<file path="src/rtl/uart_rx_os_if.sv">
// Output holding-register handshake between the UART receiver and its consumer.
interface uart_rx_os_if #(
    parameter int unsigned DATA_W = 9
);
    logic [DATA_W-1:0] o_data;
    logic              o_valid;
    logic              i_ready;

    modport master (output o_data, output o_valid, input i_ready);
    modport slave  (input o_data, input o_valid, output i_ready);
endinterface

</file>
<file path="src/rtl/uart_rx_os.sv">
// uart_rx_os: oversampling UART receiver with mid-bit sampling, optional parity,
// 1/2 stop bits, false-start/framing/break detection and a valid/ready output register.
// Optional feature macro: UART_RX_MAJORITY_EN (3-sample majority vote per bit).
module uart_rx_os #(
    parameter int unsigned DATA_W     = 9,
    parameter int unsigned OVERSAMPLE = 8,
    parameter int unsigned LEN_W      = $clog2(DATA_W)
) (
    input  logic             i_clk,
    input  logic             i_rst_n,
    input  logic             i_ce,
    input  logic             i_rst_err,
    input  logic [LEN_W-1:0] i_length,
    input  logic             i_stop2,
    input  logic             i_parity,
    input  logic             i_odd,
    input  logic             i_rx,
    uart_rx_os_if.master     rx_out,
    output logic             o_overrun_err,
    output logic             o_parity_err,
    output logic             o_frame_err,
    output logic             o_break,
    output logic             o_busy
);

    localparam int unsigned TICK_W = $clog2(OVERSAMPLE);
    localparam int unsigned MID    = OVERSAMPLE / 2;
`ifdef UART_RX_MAJORITY_EN
    localparam int unsigned DEC_TICK = MID + 1;
`else
    localparam int unsigned DEC_TICK = MID;
`endif

    typedef enum logic [2:0] {
        S_IDLE, S_START, S_DATA, S_PARITY, S_STOP1, S_STOP2
    } state_t;

    state_t            state;
    logic              rx_s1, rx_s2, rx_prev;
    logic [TICK_W-1:0] tick_cnt;
    logic [LEN_W-1:0]  bit_cnt;
    logic [DATA_W-1:0] shift_q;
    logic              all_zero_q, par_bad_q, stop_bad_q, done_q;

    logic              sample_c;
    logic              fall_c;
    logic              dec_c;
    logic              wrap_c;
    logic [LEN_W-1:0]  last_idx_c;

    assign fall_c     = rx_prev & ~rx_s2;
    assign dec_c      = i_ce && (tick_cnt == TICK_W'(DEC_TICK));
    assign wrap_c     = (tick_cnt == TICK_W'(OVERSAMPLE - 1));
    assign last_idx_c = (i_length >= LEN_W'(DATA_W - 1)) ? LEN_W'(DATA_W - 1) : i_length;

    // Two-flop synchroniser plus tick-rate previous-value flop for edge detection.
    always_ff @(posedge i_clk or negedge i_rst_n) begin
        if (!i_rst_n) begin
            rx_s1   <= 1'b1;
            rx_s2   <= 1'b1;
            rx_prev <= 1'b1;
        end else begin
            rx_s1 <= i_rx;
            rx_s2 <= rx_s1;
            if (i_ce) rx_prev <= rx_s2;
        end
    end

`ifdef UART_RX_MAJORITY_EN
    logic [1:0] vote_q;

    // Capture the two samples preceding the decision tick for the majority vote.
    always_ff @(posedge i_clk or negedge i_rst_n) begin
        if (!i_rst_n) begin
            vote_q <= 2'b11;
        end else if (i_ce) begin
            if (tick_cnt == TICK_W'(MID - 1)) vote_q[0] <= rx_s2;
            if (tick_cnt == TICK_W'(MID))     vote_q[1] <= rx_s2;
        end
    end

    assign sample_c = (vote_q[0] & vote_q[1]) | (vote_q[0] & rx_s2) | (vote_q[1] & rx_s2);
`else
    assign sample_c = rx_s2;
`endif

    // Frame FSM: tick counting, bit sampling and per-frame error capture.
    always_ff @(posedge i_clk or negedge i_rst_n) begin
        if (!i_rst_n) begin
            state      <= S_IDLE;
            tick_cnt   <= '0;
            bit_cnt    <= '0;
            shift_q    <= '0;
            all_zero_q <= 1'b0;
            par_bad_q  <= 1'b0;
            stop_bad_q <= 1'b0;
            done_q     <= 1'b0;
            o_busy     <= 1'b0;
        end else begin
            done_q <= 1'b0;
            if (i_ce) begin
                if (state != S_IDLE) tick_cnt <= wrap_c ? '0 : tick_cnt + TICK_W'(1);
                case (state)
                    S_IDLE: begin
                        if (fall_c) begin
                            state    <= S_START;
                            tick_cnt <= TICK_W'(1);
                            o_busy   <= 1'b1;
                        end
                    end
                    S_START: begin
                        if (dec_c) begin
                            if (sample_c) begin
                                state  <= S_IDLE;
                                o_busy <= 1'b0;
                            end else begin
                                state      <= S_DATA;
                                bit_cnt    <= '0;
                                shift_q    <= '0;
                                all_zero_q <= 1'b1;
                                par_bad_q  <= 1'b0;
                                stop_bad_q <= 1'b0;
                            end
                        end
                    end
                    S_DATA: begin
                        if (dec_c) begin
                            shift_q[bit_cnt] <= sample_c;
                            if (sample_c) all_zero_q <= 1'b0;
                            if (bit_cnt == last_idx_c) state <= i_parity ? S_PARITY : S_STOP1;
                            else bit_cnt <= bit_cnt + LEN_W'(1);
                        end
                    end
                    S_PARITY: begin
                        if (dec_c) begin
                            par_bad_q <= (^shift_q) ^ sample_c ^ i_odd;
                            if (sample_c) all_zero_q <= 1'b0;
                            state <= S_STOP1;
                        end
                    end
                    S_STOP1, S_STOP2: begin
                        if (dec_c) begin
                            if (sample_c) all_zero_q <= 1'b0;
                            else stop_bad_q <= 1'b1;
                            if (state == S_STOP1 && i_stop2) begin
                                state <= S_STOP2;
                            end else begin
                                state  <= S_IDLE;
                                o_busy <= 1'b0;
                                done_q <= 1'b1;
                            end
                        end
                    end
                    default: begin
                        state  <= S_IDLE;
                        o_busy <= 1'b0;
                    end
                endcase
            end
        end
    end

    logic set_ovr_c, set_par_c, set_frm_c, set_brk_c;

    assign set_ovr_c = done_q && rx_out.o_valid && !rx_out.i_ready;
    assign set_par_c = done_q && par_bad_q;
    assign set_frm_c = done_q && stop_bad_q;
    assign set_brk_c = done_q && all_zero_q;

    // Output holding register: load on completion unless an unconsumed frame blocks it.
    always_ff @(posedge i_clk or negedge i_rst_n) begin
        if (!i_rst_n) begin
            rx_out.o_data  <= '0;
            rx_out.o_valid <= 1'b0;
        end else if (done_q && (!rx_out.o_valid || rx_out.i_ready)) begin
            rx_out.o_data  <= shift_q;
            rx_out.o_valid <= 1'b1;
        end else if (rx_out.o_valid && rx_out.i_ready) begin
            rx_out.o_valid <= 1'b0;
        end
    end

    // Sticky error flags; a set in the same cycle wins over i_rst_err.
    always_ff @(posedge i_clk or negedge i_rst_n) begin
        if (!i_rst_n) begin
            o_overrun_err <= 1'b0;
            o_parity_err  <= 1'b0;
            o_frame_err   <= 1'b0;
            o_break       <= 1'b0;
        end else begin
            o_overrun_err <= set_ovr_c | (o_overrun_err & ~i_rst_err);
            o_parity_err  <= set_par_c | (o_parity_err  & ~i_rst_err);
            o_frame_err   <= set_frm_c | (o_frame_err   & ~i_rst_err);
            o_break       <= set_brk_c | (o_break       & ~i_rst_err);
        end
    end

endmodule

</file>
<file path="src/flat_wrapper.sv">
// flat-port wrapper written by rule: the top's interface ports become plain ports
module uart_rx_os_flat 
#(
    parameter int unsigned DATA_W     = 9,
    parameter int unsigned OVERSAMPLE = 8,
    parameter int unsigned LEN_W      = $clog2(DATA_W)
)
  (i_clk, i_rst_n, i_ce, i_rst_err, i_length, i_stop2, i_parity, i_odd, i_rx, o_overrun_err, o_parity_err, o_frame_err, o_break, o_busy, rx_out_o_data, rx_out_o_valid, rx_out_i_ready);
  uart_rx_os_if #(.DATA_W(DATA_W)) rx_out_i ();
  input  logic i_clk;
  input  logic i_rst_n;
  input  logic i_ce;
  input  logic i_rst_err;
  input  logic [LEN_W-1:0] i_length;
  input  logic i_stop2;
  input  logic i_parity;
  input  logic i_odd;
  input  logic i_rx;
  output logic o_overrun_err;
  output logic o_parity_err;
  output logic o_frame_err;
  output logic o_break;
  output logic o_busy;
  output wire logic [$bits(rx_out_i.o_data)-1:0] rx_out_o_data;
  output wire logic [$bits(rx_out_i.o_valid)-1:0] rx_out_o_valid;
  input wire logic [$bits(rx_out_i.i_ready)-1:0] rx_out_i_ready;
  assign rx_out_o_data = rx_out_i.o_data;
  assign rx_out_o_valid = rx_out_i.o_valid;
  assign rx_out_i.i_ready = rx_out_i_ready;
  uart_rx_os #(.DATA_W(DATA_W), .OVERSAMPLE(OVERSAMPLE), .LEN_W(LEN_W)) u_core (.i_clk(i_clk), .i_rst_n(i_rst_n), .i_ce(i_ce), .i_rst_err(i_rst_err), .i_length(i_length), .i_stop2(i_stop2), .i_parity(i_parity), .i_odd(i_odd), .i_rx(i_rx), .rx_out(rx_out_i), .o_overrun_err(o_overrun_err), .o_parity_err(o_parity_err), .o_frame_err(o_frame_err), .o_break(o_break), .o_busy(o_busy));
endmodule
</file>
<file path="config.mk">
export PLATFORM = sky130hd
export DESIGN_NAME = uart_rx_os_flat
export DESIGN_NICKNAME = d
export VERILOG_FILES = /design/src/rtl/uart_rx_os_if.sv /design/src/rtl/uart_rx_os.sv /design/src/flat_wrapper.sv
export SDC_FILE = /design/constraint.sdc
export NUM_CORES = 1
export LEC_CHECK = 0
export BUFFER_PORTS_ARGS = -buffer_cell sky130_fd_sc_hd__buf_4
export CORE_AREA = 2 2 73 75
export DETAILED_ROUTE_END_ITERATION = 7
export DIE_AREA = 0 0 75 77
export PLACE_DENSITY = 0.7
export SLEW_MARGIN = 20
export SYNTH_ARGS = -nofsm -noshare
export SYNTH_HDL_FRONTEND = slang
export SYNTH_SLANG_ARGS = --single-unit
</file>
<file path="constraint.sdc">
create_clock -name i_clk -period 1.9 [get_ports i_clk]
set_input_delay 0.19 -clock i_clk [delete_from_list [all_inputs] [get_ports i_clk]]
set_output_delay 0.19 -clock i_clk [all_outputs]
set_load 0.005 [all_outputs]
</file>
==> impl_metrics.csv, run 1 <==
group,metric,value,unit
outcome,status,"finished, final reports clean",
clock_tree,cts_tree,"built",
detailed_routing,vias,1648,
clock_tree,cts_made_buffers,5,
place,dp_slack,0.113,ns
pwr,p_leak,1.25,nW
setup_path,end_kind,"flop",
sta,fin_skew,0.00826,ns
global_route,grt_overflow,0,
synthesis,syn-num-nets,239,
place,placed_cells,316,
hold_path,holdCritStartpoint,"i_rst_err",
synthesis,synthFlopType,"dfrtp_1",
sta,rsz0062_at_grt,"false",
sta,maxSlewViolCount,0,
finish,area_growth_syn_to_layout,20.1,%
finish,postLayoutCellArea,0.00258,mm²
global_route,grt_usage,0.163,
pwr,vdd_ir_drop_max,0.635,mV
place,place.gp.congestion,0.886,
place,port_buffers,27,
global_route,grt_max_degree,42,
global_route,grt_pass1_vias,1679,
sta,holdWs,0.103,ns
place,dp_hpwl,3.17,mm
global_route,grt_util_met2,0.259,
setup_path,rr_endpoint,"u_core.state[0]",
global_route,met3_usage,0.0329,
setup_path,critPathKind,"reg2reg",
global_route,grt_pass1_wl,7.43,mm
synthesis,yosysWarnings,0,
clock_tree,clk_latency,0.29,ns
setup_path,critPathMaxFanout,6,
synthesis,synthTopCellsByArea,"dfrtp_1 (44%), mux2_2 (7.3%), ha_1 (5.8%), nand2_1 (5.8%), xnor2_1 (4.9%)",
synthesis,synth_area,0.00215,mm²
global_route,grt_util_met1,0.224,
run,cap_viol_max_count,0,
sta,fin_crit,1.79,ns
synthesis,synth_seq_cells,41,
synthesis,synth_top_area_share,0.442,
sta,worst_slew_pin_slew,0.505,ns
die,start_util,0.432,
finish,final_cells,326,
place,dpl_cell_area,0.00247,mm²
clock_tree,clock-sinks,41,
clock_tree,path_clk_slew,0.08,ns
detailed_routing,drcViolationCount,0,
synthesis,postSynthCellCount,216,
die,die_x,75,µm
clock_tree,cts_root_buf,"clkbuf_8",
die,coreArea,0.00498,mm²
setup_path,r2r_start,"u_core.state[0]",
sta,setup_ws,0.109,ns
finish,nets,278,
detailed_routing,avgViaCountPerCell,5.06,
setup_path,cp.arrival,1.97,ns
clock_tree,cts_setup_buffers,0,
synthesis,synth_edf_count,0,
die,die_area,0.00578,mm²
finish,drive_gt1_frac,0.266,
clock_tree,cts_buffer_depth,2,
detailed_routing,postRouteAntennaNets,0,
synthesis,avgSynthCellArea,9.96,µm²
setup_path,required,2.08,ns
detailed_routing,drt_iter0_drc,87,
setup_path,crit_start,"u_core.state[0]",
synthesis,yosysTopAreaCell,"dfrtp_1",
finish,antenna_cells,0,
detailed_routing,wl,4.18,mm
finish,n_fill_cell,464,
clock_tree,htreeDepth,2,
sta,finalSetupTns,0,ns
setup_path,crit_end,"u_core.state[0]",
synthesis,synthArstFlopShare,1.00,
hold_path,min_path_type,"in2reg",
global_route,antenna_found_initial,0,
detailed_routing,dr.pass1.iters,4,
synthesis,ys_types,39,
setup_path,regToRegSetupSlack,0.11,ns
die,core.rowCount,26,
sta,slew_headroom,0.663,
sta,hold_viol,0,
setup_path,cp-start-kind,"flop",
sta,min_period_over_period,0.943,
global_route,top_usage_layer,"met2",
die,pin_count,28,
die,die_h,77,µm
sta,fmax,558,MHz
sta,setup_viol,0,
pwr,powerDensity,1090,mW/mm²
synthesis,yosysSeqAreaShare,0.479,
detailed_routing,post_drt_wl_per_cell,12.8,µm
setup_path,reg2reg_depth,5,
==> cells in the final DEF (no fill, tap or decap), drive strengths merged <==
cell type | synthesis | layout
o211ai | 1 | 1
dfstp | 3 | 3
nor3b | 1 | 1
dlygate4sd3 | 0 | 2
a31oi | 4 | 4
ha | 10 | 10
a22o | 2 | 2
buf | 5 | 37
nand2 | 34 | 34
a21boi | 1 | 1
clkbuf | 2 | 5
clkinvlp | 0 | 1
or3b | 1 | 1
clkinv | 0 | 2
o21ba | 1 | 1
a21oi | 13 | 13
o31ai | 1 | 1
or3 | 2 | 2
dfrtp | 38 | 38
a41o | 1 | 1
inv | 15 | 15
nor2 | 6 | 6
nor2b | 3 | 3
a21o | 2 | 2
nand4 | 2 | 2
o22ai | 3 | 3
nor3 | 3 | 3
and3 | 2 | 2
o21ai | 18 | 18
nand3 | 5 | 5
o21a | 3 | 3
nor4 | 2 | 2
nand2b | 3 | 3
mux2 | 14 | 14
o2bb2ai | 1 | 1
xor2 | 1 | 1
a41oi | 1 | 1
xnor2 | 12 | 12
==> how the worst min path moves through the flow <==
stage                               to  slack, ns  depth (start not counted)
2_1_floorplan        u_core.all_zero_q      -0.11                          0
3_3_place_gp   u_core.rx_out.o_data[4]       0.20                          1
3_5_place_dp   u_core.rx_out.o_data[3]       0.20                          1
4_1_cts             u_core.o_frame_err        0.1                          2
5_1_grt             u_core.o_frame_err       0.10                          2
6_report            u_core.o_frame_err       0.10                          2
==> critical path, stage by stage, from the launching register on <==
cell     delay (ns)
dfrtp_1        0.42
or3b_4         0.45
a41oi_2        0.21
nand2_2        0.11
nand3_1        0.14
mux2_2         0.35
==> power breakdown <==
group          internal (mW)  leakage [nW]  switching [mW]
Sequential              1.03         0.536           0.140
Combinational          0.532         0.672           0.571
Clock                  0.254        0.0439           0.296
Total                   1.81          1.25            1.01
==> layer usage <==
layer / wire length, µm / vias to the layer above
met3: 129 / 2
li1: - / 825
met2: 2060 / 30
met1: 1980 / 791
met4: 23 / 0
met5: 0 / -
==> cells in the mapped netlist (2+ instances only) <==
library cell / number
ha_1: 10
a22o_1: 2
dfrtp_1: 38
nand2b_1: 3
nand2_1: 33
or3_1: 2
nor2b_1: 3
buf_2: 3
nand3_1: 5
nor3_1: 3
a31oi_1: 4
dfstp_2: 3
a21o_1: 2
o21a_1: 3
a21oi_1: 13
mux2_2: 14
nor2_1: 6
clkbuf_1: 2
o22ai_1: 3
and3_1: 2
nand4_1: 2
o21ai_0: 18
inv_1: 15
xnor2_1: 12
==> what timing repair did <==
item	4_1_cts	5_1_grt
hold endpoints to repair	39	0
hold buffers	2	0
resized for setup	0	1
endpoints found under the setup margin	0	1
==> cell type report <==
cell class	count	area, µm²	area share
Sequential cell	41	1030	0.399
Clock inverter	3	17.5	0.00678
Clock buffer	5	68.8	0.0266
Tap cell	70	87.6	0.0339
Multi-Input combinational cell	153	1020	0.396
Inverter	15	56.3	0.0218
Timing Repair Buffer	39	298	0.115
==> per-stage QoR <==
step / util / total power, mW
after detailed placement: 0.497 / 2.28
after floorplan: - / 1.95
final: 0.519 / 2.82
after global placement: 0.497 / 2.24
after CTS: 0.519 / 2.84
after global routing: 0.519 / 3.05
==> kinds of logic after synthesis <==
logic type      Yosys count  share of synthesized area
xor+xnor                 13                     0.0529
mux                      14                     0.0733
compound gates           52                      0.150
simple gates             64                      0.142
buf+inv                  22                     0.0454
flops                    41                      0.479
fa+ha+maj                10                     0.0582
==> sequential cells by signal, summed over array words and instances, names as in the netlist, 3 cells and up <==
register and count:
u_core.bit_cnt 4, u_core.shift_q 9, u_core.rx_out.o_data 9, u_core.tick_cnt 3, u_core.state 3
No activity file was read; power rests on OpenSTA's default activity.
==> run 2: changes to the inputs <==
--- a/config.mk
+++ b/config.mk
@@ -5,10 +5,11 @@
 export SDC_FILE = /design/constraint.sdc
 export NUM_CORES = 1
 export LEC_CHECK = 0
+export ABC_AREA = 1
 export BUFFER_PORTS_ARGS = -buffer_cell sky130_fd_sc_hd__buf_4
-export CORE_AREA = 2 2 73 75
+export CORE_AREA = 2 2 74 76
 export DETAILED_ROUTE_END_ITERATION = 7
-export DIE_AREA = 0 0 75 77
+export DIE_AREA = 0 0 76 78
 export PLACE_DENSITY = 0.7
 export SLEW_MARGIN = 20
 export SYNTH_ARGS = -nofsm -noshare
==> run 2 against run 1 <==
Synthesized cell count grew 21%; sequential power grew 23%; largest power group is now combinational cells; global-route usage shrank 0.36 points.
==> impl_metrics.csv, run 2 <==
group,metric,value,unit
outcome,status,"finished, final reports clean",
setup_path,cp.arrival,1.81,ns
finish,layout_common_cells,"nand2_1 (56), inv_1 (38), dfrtp_1 (38), buf_4 (28), nand3_1 (17)",
sta,fin_skew,0.00316,ns
synthesis,yosysWarnings,0,
detailed_routing,postRouteAntennaNets,0,
setup_path,cp_slowest_cell,"dfrtp_1",
setup_path,r2r_start,"u_core.tick_cnt[0]",
synthesis,synth_edf_count,0,
die,die_h,78,µm
pwr,power,3.76,mW
pwr,comb_power_share,0.428,
synthesis,synth_area,0.00221,mm²
pwr,clkPwrFrac,0.193,
sta,maxSlewViolCount,0,
clock_tree,cts_made_buffers,5,
global_route,met3_usage,0.0337,
detailed_routing,vias,1797,
global_route,grt_max_degree,42,
place,place.gp.congestion,0.905,
sta,setup_ws,0.275,ns
detailed_routing,dr.pass1.iters,4,
synthesis,ys_top_cells_by_count,"nand2_1 (56), dfrtp_1 (38), inv_1 (38), nand3_1 (17), nor2_1 (16)",
place,dp_hpwl,3.18,mm
hold_path,min_path_type,"in2reg",
clock_tree,path_clk_slew,0.07,ns
global_route,antenna_found_initial,0,
synthesis,synthFlopType,"dfrtp_1",
synthesis,synth_seq_cells,41,
finish,largestRegisters,"u_core.rx_out.o_data: 9 flops, u_core.shift_q: 9 flops, u_core.bit_cnt: 4 flops",
setup_path,slowest_delay,0.40,ns
die,coreArea,0.00504,mm²
global_route,grt_pass1_vias,1714,
synthesis,yosysTopAreaCell,"dfrtp_1",
sta,slew_headroom,0.655,
die,die_area,0.00593,mm²
global_route,grt_overflow,0,
pwr,p_int,2.24,mW
finish,drive_gt1_frac,0.185,
global_route,top_usage_layer,"met2",
detailed_routing,wl,4.34,mm
detailed_routing,avgViaCountPerCell,4.90,
synthesis,avgSynthCellArea,8.45,µm²
synthesis,synthTopCellsByArea,"dfrtp_1 (43%), nand2_1 (9.5%), inv_1 (6.4%), ha_1 (5.6%), nand3_1 (3.8%)",
detailed_routing,drt_iter0_drc,85,
finish,n_fill_cell,481,
setup_path,critPathKind,"reg2reg",
finish,nets,319,
clock_tree,cts_root_buf,"clkbuf_8",
pwr,vdd_ir_drop_max,0.472,mV
global_route,grt_usage,0.159,
setup_path,regToRegSetupSlack,0.28,ns
setup_path,end_kind,"flop",
setup_path,cp-start-kind,"flop",
synthesis,postSynthCellCount,262,
setup_path,critPathMaxFanout,7,
die,core.rowCount,26,
clock_tree,cts_buffer_depth,2,
pwr,p_seq_frac,0.379,
global_route,grt_pass1_wl,7.59,mm
pwr,p_sw,1.52,mW
global_route,grt_util_met2,0.254,
finish,antenna_cells,0,
clock_tree,cts_setup_buffers,0,
die,die_x,76,µm
synthesis,synthArstFlopShare,1.00,
clock_tree,clk_latency,0.30,ns
finish,layout_commonest_cell,"nand2_1",
run,cap_viol_max_count,0,
pwr,powerDensity,1430,mW/mm²
hold_path,whs_endpoint,"u_core.o_parity_err",
die,start_util,0.439,
finish,area_growth_syn_to_layout,18.9,%
synthesis,syn-num-nets,285,
hold_path,min_path_cells,2,
sta,setup_viol,0,
setup_path,reg2reg_depth,11,
die,pin_count,28,
place,port_buffers,27,
sta,holdWs,0.101,ns
detailed_routing,post_drt_wl_per_cell,11.8,µm
pwr,p_leak,1.33,nW
place,dp_slack,0.282,ns
synthesis,synth_most_common_cell,"nand2_1",
setup_path,cp_num_buf_inv,2,
pwr,switching_share,0.403,
sta,fmax,615,MHz
global_route,grt_util_met1,0.208,
sta,min_period_over_period,0.855,
hold_path,holdCritStartpoint,"i_rst_err",
setup_path,crit_top_cell,"nand2_1",
sta,rsz0062_at_grt,"false",
detailed_routing,drcViolationCount,0,
sta,finalSetupTns,0,ns
clock_tree,htreeDepth,2,
sta,worst_slew_pin_slew,0.517,ns
sta,hold_viol,0,
setup_path,crit_path_cell_trace,"inv_1 > ha_1 > nand2_1 > nor2_8 > inv_2 > nand2_1 > nand2_1 > nor2_2 > nand3_2 > nand2_1 > o21ai_1",
synthesis,ys_types,34,
clock_tree,clock-sinks,41,
setup_path,required,2.09,ns
clock_tree,cts_tree,"built",
setup_path,rr_endpoint,"u_core.state[2]",
clock_tree,ctsResizeCount,0,
setup_path,path_delay_family,"simple AND/OR/NAND/NOR gates",
finish,fin_util,0.522,
synthesis,synth_top_area_share,0.429,
synthesis,yosysSeqAreaShare,0.465,
sta,fin_crit,1.62,ns
-- run 2: cell count changes after synthesis, sizes merged, moves of 7 or more --
cell   change
inv       +27
nand2     +26
nand3     +14
o22ai      +7
mux2      -12
nor2      +14
-- run 2: cell families (layout without fill, tap and decap cells) --
logic type                 Yosys count  in the layout  synth area share
xor gates and xnor gates             8              8            0.0316
AOI/OAI and AO/OA                   50             50             0.137
muxes                                2              2            0.0102
buffers and inverters               45             80            0.0785
and+or+nand+nor                    106            106             0.221
adders and majority gates           10             10            0.0565
DFF                                 41             41             0.465
-- run 2: power groups by stage --
stage / Combinational [mW] / Sequential (mW) / Clock [mW]
floorplan: 1.22 / 1.37 / 0
global placement: 1.57 / 1.42 / 0
detailed placement: 1.60 / 1.44 / 0
CTS: 1.62 / 1.43 / 0.747
global route: 1.85 / 1.48 / 0.777
finish: 1.61 / 1.43 / 0.727
-- run 2: worst reg2reg max path, stage by stage, from the launching register on --
cell,delay (ns)
dfrtp_1,0.40
inv_1,0.09
ha_1,0.14
nand2_1,0.13
nor2_8,0.15
inv_2,0.09
nand2_1,0.07
nand2_1,0.06
nor2_2,0.12
nand3_2,0.13
nand2_1,0.08
o21ai_1,0.06
-- run 2: cell type report --
type	instances	area (µm²)	area share
clock buffer	7	86.3	0.0328
timing repair buffer	30	230	0.0875
clock inverter	1	30.0	0.0114
multi-input combinational	176	1010	0.384
tap	70	87.6	0.0333
sequential	41	1030	0.391
inverter	42	158	0.0599
-- run 2: per-stage QoR --
step	std cells	area, µm²
final	367	2630
after global routing	367	2630
after CTS	367	2630
after detailed placement	357	2500
after global placement	357	2500
after floorplan	262	2210
-- run 2: per-layer routing --
layer	routed length, µm	up-vias
met5	0	-
met4	86	0
met3	145	7
met2	1960	39
met1	2150	821
li1	-	930
-- run 2: worst max-delay path by stage --
stage	start	end	depth (start not counted)
floorplan	u_core.tick_cnt[0]	u_core.state[2]	11
global placement	u_core.tick_cnt[0]	u_core.o_busy	11
detailed placement	u_core.tick_cnt[0]	u_core.o_busy	11
CTS	u_core.tick_cnt[0]	u_core.o_busy	11
global route	u_core.tick_cnt[0]	u_core.state[2]	11
finish	u_core.tick_cnt[0]	u_core.state[2]	11
-- run 2: timing repair --
| action | in CTS | in global routing |
|---|---|---|
| hold buffers | 2 | 0 |
| endpoints found under the setup margin | 0 | 0 |
| hold endpoints to repair | 39 | 0 |
==> run 3: changes to the inputs <==
--- a/config.mk
+++ b/config.mk
@@ -6,11 +6,11 @@
 export NUM_CORES = 1
 export LEC_CHECK = 0
 export ABC_AREA = 1
-export BUFFER_PORTS_ARGS = -buffer_cell sky130_fd_sc_hd__buf_4
 export CORE_AREA = 2 2 74 76
 export DETAILED_ROUTE_END_ITERATION = 7
 export DIE_AREA = 0 0 76 78
-export PLACE_DENSITY = 0.7
+export DONT_BUFFER_PORTS = 1
+export PLACE_DENSITY = 0.65
 export SLEW_MARGIN = 20
 export SYNTH_ARGS = -nofsm -noshare
 export SYNTH_HDL_FRONTEND = slang
==> constraint.sdc (replaced) <==
create_clock -name i_clk -period 1.9 [get_ports i_clk]
set_input_delay 0.38 -clock i_clk [delete_from_list [all_inputs] [get_ports i_clk]]
set_output_delay 0.38 -clock i_clk [all_outputs]
set_load 0.005 [all_outputs]
==> run 3 against run 2 <==
Sequential cell count unchanged; sequential power about the same; clock power increased by 1%; first-iteration DRC count decreased by 54%; design area decreased by 6.9%; via count decreased by 5.7%; final cell count decreased by 7.1%; count of clock-buffer cells in the layout decreased by 1; die area unchanged.
==> impl_metrics.csv, run 3 (synthesis gave the netlist of run 2 again) <==
group,metric,value,unit
global_route,grt_pass1_wl,7.54,mm
hold_path,whs_endpoint,"u_core.rx_s1",
global_route,antenna_found_initial,0,
outcome,status,"finished, final reports clean",
detailed_routing,post_drt_wl_per_cell,12.5,µm
run,cap_viol_max_count,0,
sta,fmax,602,MHz
clock_tree,cts_tree,"built",
detailed_routing,drt_iter0_drc,39,
detailed_routing,avgViaCountPerCell,4.97,
detailed_routing,drcViolationCount,0,
finish,drive_gt1_frac,0.114,
die,die_h,78,µm
global_route,grt_overflow,0,
setup_path,crit_top_cell,"nand2_1",
finish,antenna_cells,0,
pwr,power,3.66,mW
die,core.rowCount,26,
setup_path,cp_num_cells,11,
sta,hold_viol,0,
sta,rsz0062_at_grt,"false",
setup_path,critPathMaxFanout,7,
die,pin_count,28,
sta,holdWs,0.0745,ns
sta,fin_skew,0.00286,ns
sta,maxSlewViolCount,0,
clock_tree,clock-sinks,41,
finish,area_growth_syn_to_layout,10.7,%
global_route,grt_usage,0.161,
finish,layout_common_cells,"nand2_1 (56), inv_1 (38), dfrtp_1 (38), nand3_1 (17), nor2_1 (16)",
hold_path,min_path_type,"in2reg",
die,start_util,0.439,
pwr,vdd_ir_drop_max,0.561,mV
place,dpl_cell_area,0.00230,mm²
sta,setup_viol,0,
setup_path,cp_num_buf_inv,2,
setup_path,end_kind,"flop",
setup_path,cp_slowest_cell,"dfrtp_1",
hold_path,holdCritStartpoint,"i_rx",
sta,worst_slew_pin_slew,0.388,ns
setup_path,critPathKind,"reg2reg",
finish,postLayoutCellArea,0.00245,mm²
clock_tree,cts_root_buf,"clkbuf_8",
hold_path,min_path_cells,0,
die,die_x,76,µm
setup_path,cp-start-kind,"flop",
clock_tree,htreeDepth,2,
setup_path,crit_path_cell_trace,"inv_1 > ha_1 > nand2_1 > nor2_8 > inv_2 > nand2_1 > nand2_1 > nor2_2 > nand3_2 > nand2_1 > o21ai_1",
setup_path,cp.arrival,1.85,ns
pwr,p_leak,1.20,nW
setup_path,regToRegSetupSlack,0.24,ns
sta,slew_headroom,0.741,
clock_tree,cts_buffer_depth,2,
sta,min_period_over_period,0.874,
place,place.gp.congestion,0.945,
detailed_routing,wl,4.26,mm
detailed_routing,postRouteAntennaNets,0,
sta,fin_crit,1.66,ns
finish,largestRegisters,"u_core.rx_out.o_data: 9 flops, u_core.shift_q: 9 flops, u_core.bit_cnt: 4 flops",
place,placed_cells,331,
global_route,grt_max_degree,42,
global_route,grt_pass1_vias,1617,
pwr,powerDensity,1490,mW/mm²
setup_path,reg2reg_depth,11,
die,coreArea,0.00504,mm²
die,die_area,0.00593,mm²
place,dp_hpwl,3.23,mm
detailed_routing,dr.pass1.iters,4,
setup_path,path_delay_family,"simple AND/OR/NAND/NOR gates",
detailed_routing,vias,1694,
setup_path,r2r_start,"u_core.tick_cnt[0]",
setup_path,slowest_delay,0.41,ns
finish,final_cells,341,
place,port_buffers,0,
clock_tree,clk_latency,0.29,ns
clock_tree,cts_made_buffers,5,
setup_path,required,2.09,ns
finish,nets,293,
clock_tree,path_clk_slew,0.08,ns
finish,layout_commonest_cell,"nand2_1",
setup_path,rr_endpoint,"u_core.state[0]",
sta,finalSetupTns,0,ns
-- run 3: worst reg2reg max path: stages, from the launching register on --
cell,delay [ns]
dfrtp_1,0.41
inv_1,0.09
ha_1,0.14
nand2_1,0.13
nor2_8,0.15
inv_2,0.08
nand2_1,0.06
nand2_1,0.06
nor2_2,0.13
nand3_2,0.15
nand2_1,0.09
o21ai_1,0.06
-- run 3: timing repair --
item | in CTS | in global routing
buffers inserted | 0 | 0
hold buffers | 2 | 0
gates resized for setup | 0 | 0
setup endpoints to repair | 0 | 0
endpoints found under the hold margin | 41 | 0
-- run 3: routing by layer --
layer	up-vias	track usage	wire [µm]	part of all wire
li1	876	-	-	-
met1	773	0.220	2110	0.49
met2	35	0.232	1840	0.43
met3	10	0.0523	224	0.053
met4	0	0.0727	89	0.021
met5	-	0	0	0
-- run 3: stage by stage --
stage,utilization,setup WS (ns)
6_report,0.486,0.239
5_1_grt,0.486,0.0805
4_1_cts,0.486,0.219
3_5_place_dp,0.456,0.237
3_3_place_gp,0.456,0.308
2_1_floorplan,-,0.420
-- run 3: worst max path at each step --
stage                        from         endpoint
6_report       u_core.tick_cnt[0]  u_core.state[0]
5_1_grt        u_core.tick_cnt[0]    u_core.o_busy
4_1_cts        u_core.tick_cnt[0]    u_core.o_busy
3_5_place_dp   u_core.tick_cnt[0]    u_core.o_busy
3_3_place_gp   u_core.tick_cnt[0]    u_core.o_busy
2_1_floorplan  u_core.tick_cnt[0]  u_core.state[2]
-- run 3: cell type report --
| type | instances | area [µm²] |
|---|---|---|
| repair buffers | 4 | 45.0 |
| clock inverters | 2 | 37.5 |
| fillers | 491 | 2590 |
| clock buffers | 6 | 82.6 |
| inverters | 42 | 158 |
| multi-input cells | 176 | 1010 |
| flip-flops and latches | 41 | 1030 |
| well taps | 70 | 87.6 |
-- run 3: where the power goes --
part	internal, mW	switching (mW)	total [mW]
registers	1.16	0.289	1.44
logic	0.558	0.918	1.48
clock network	0.427	0.309	0.736
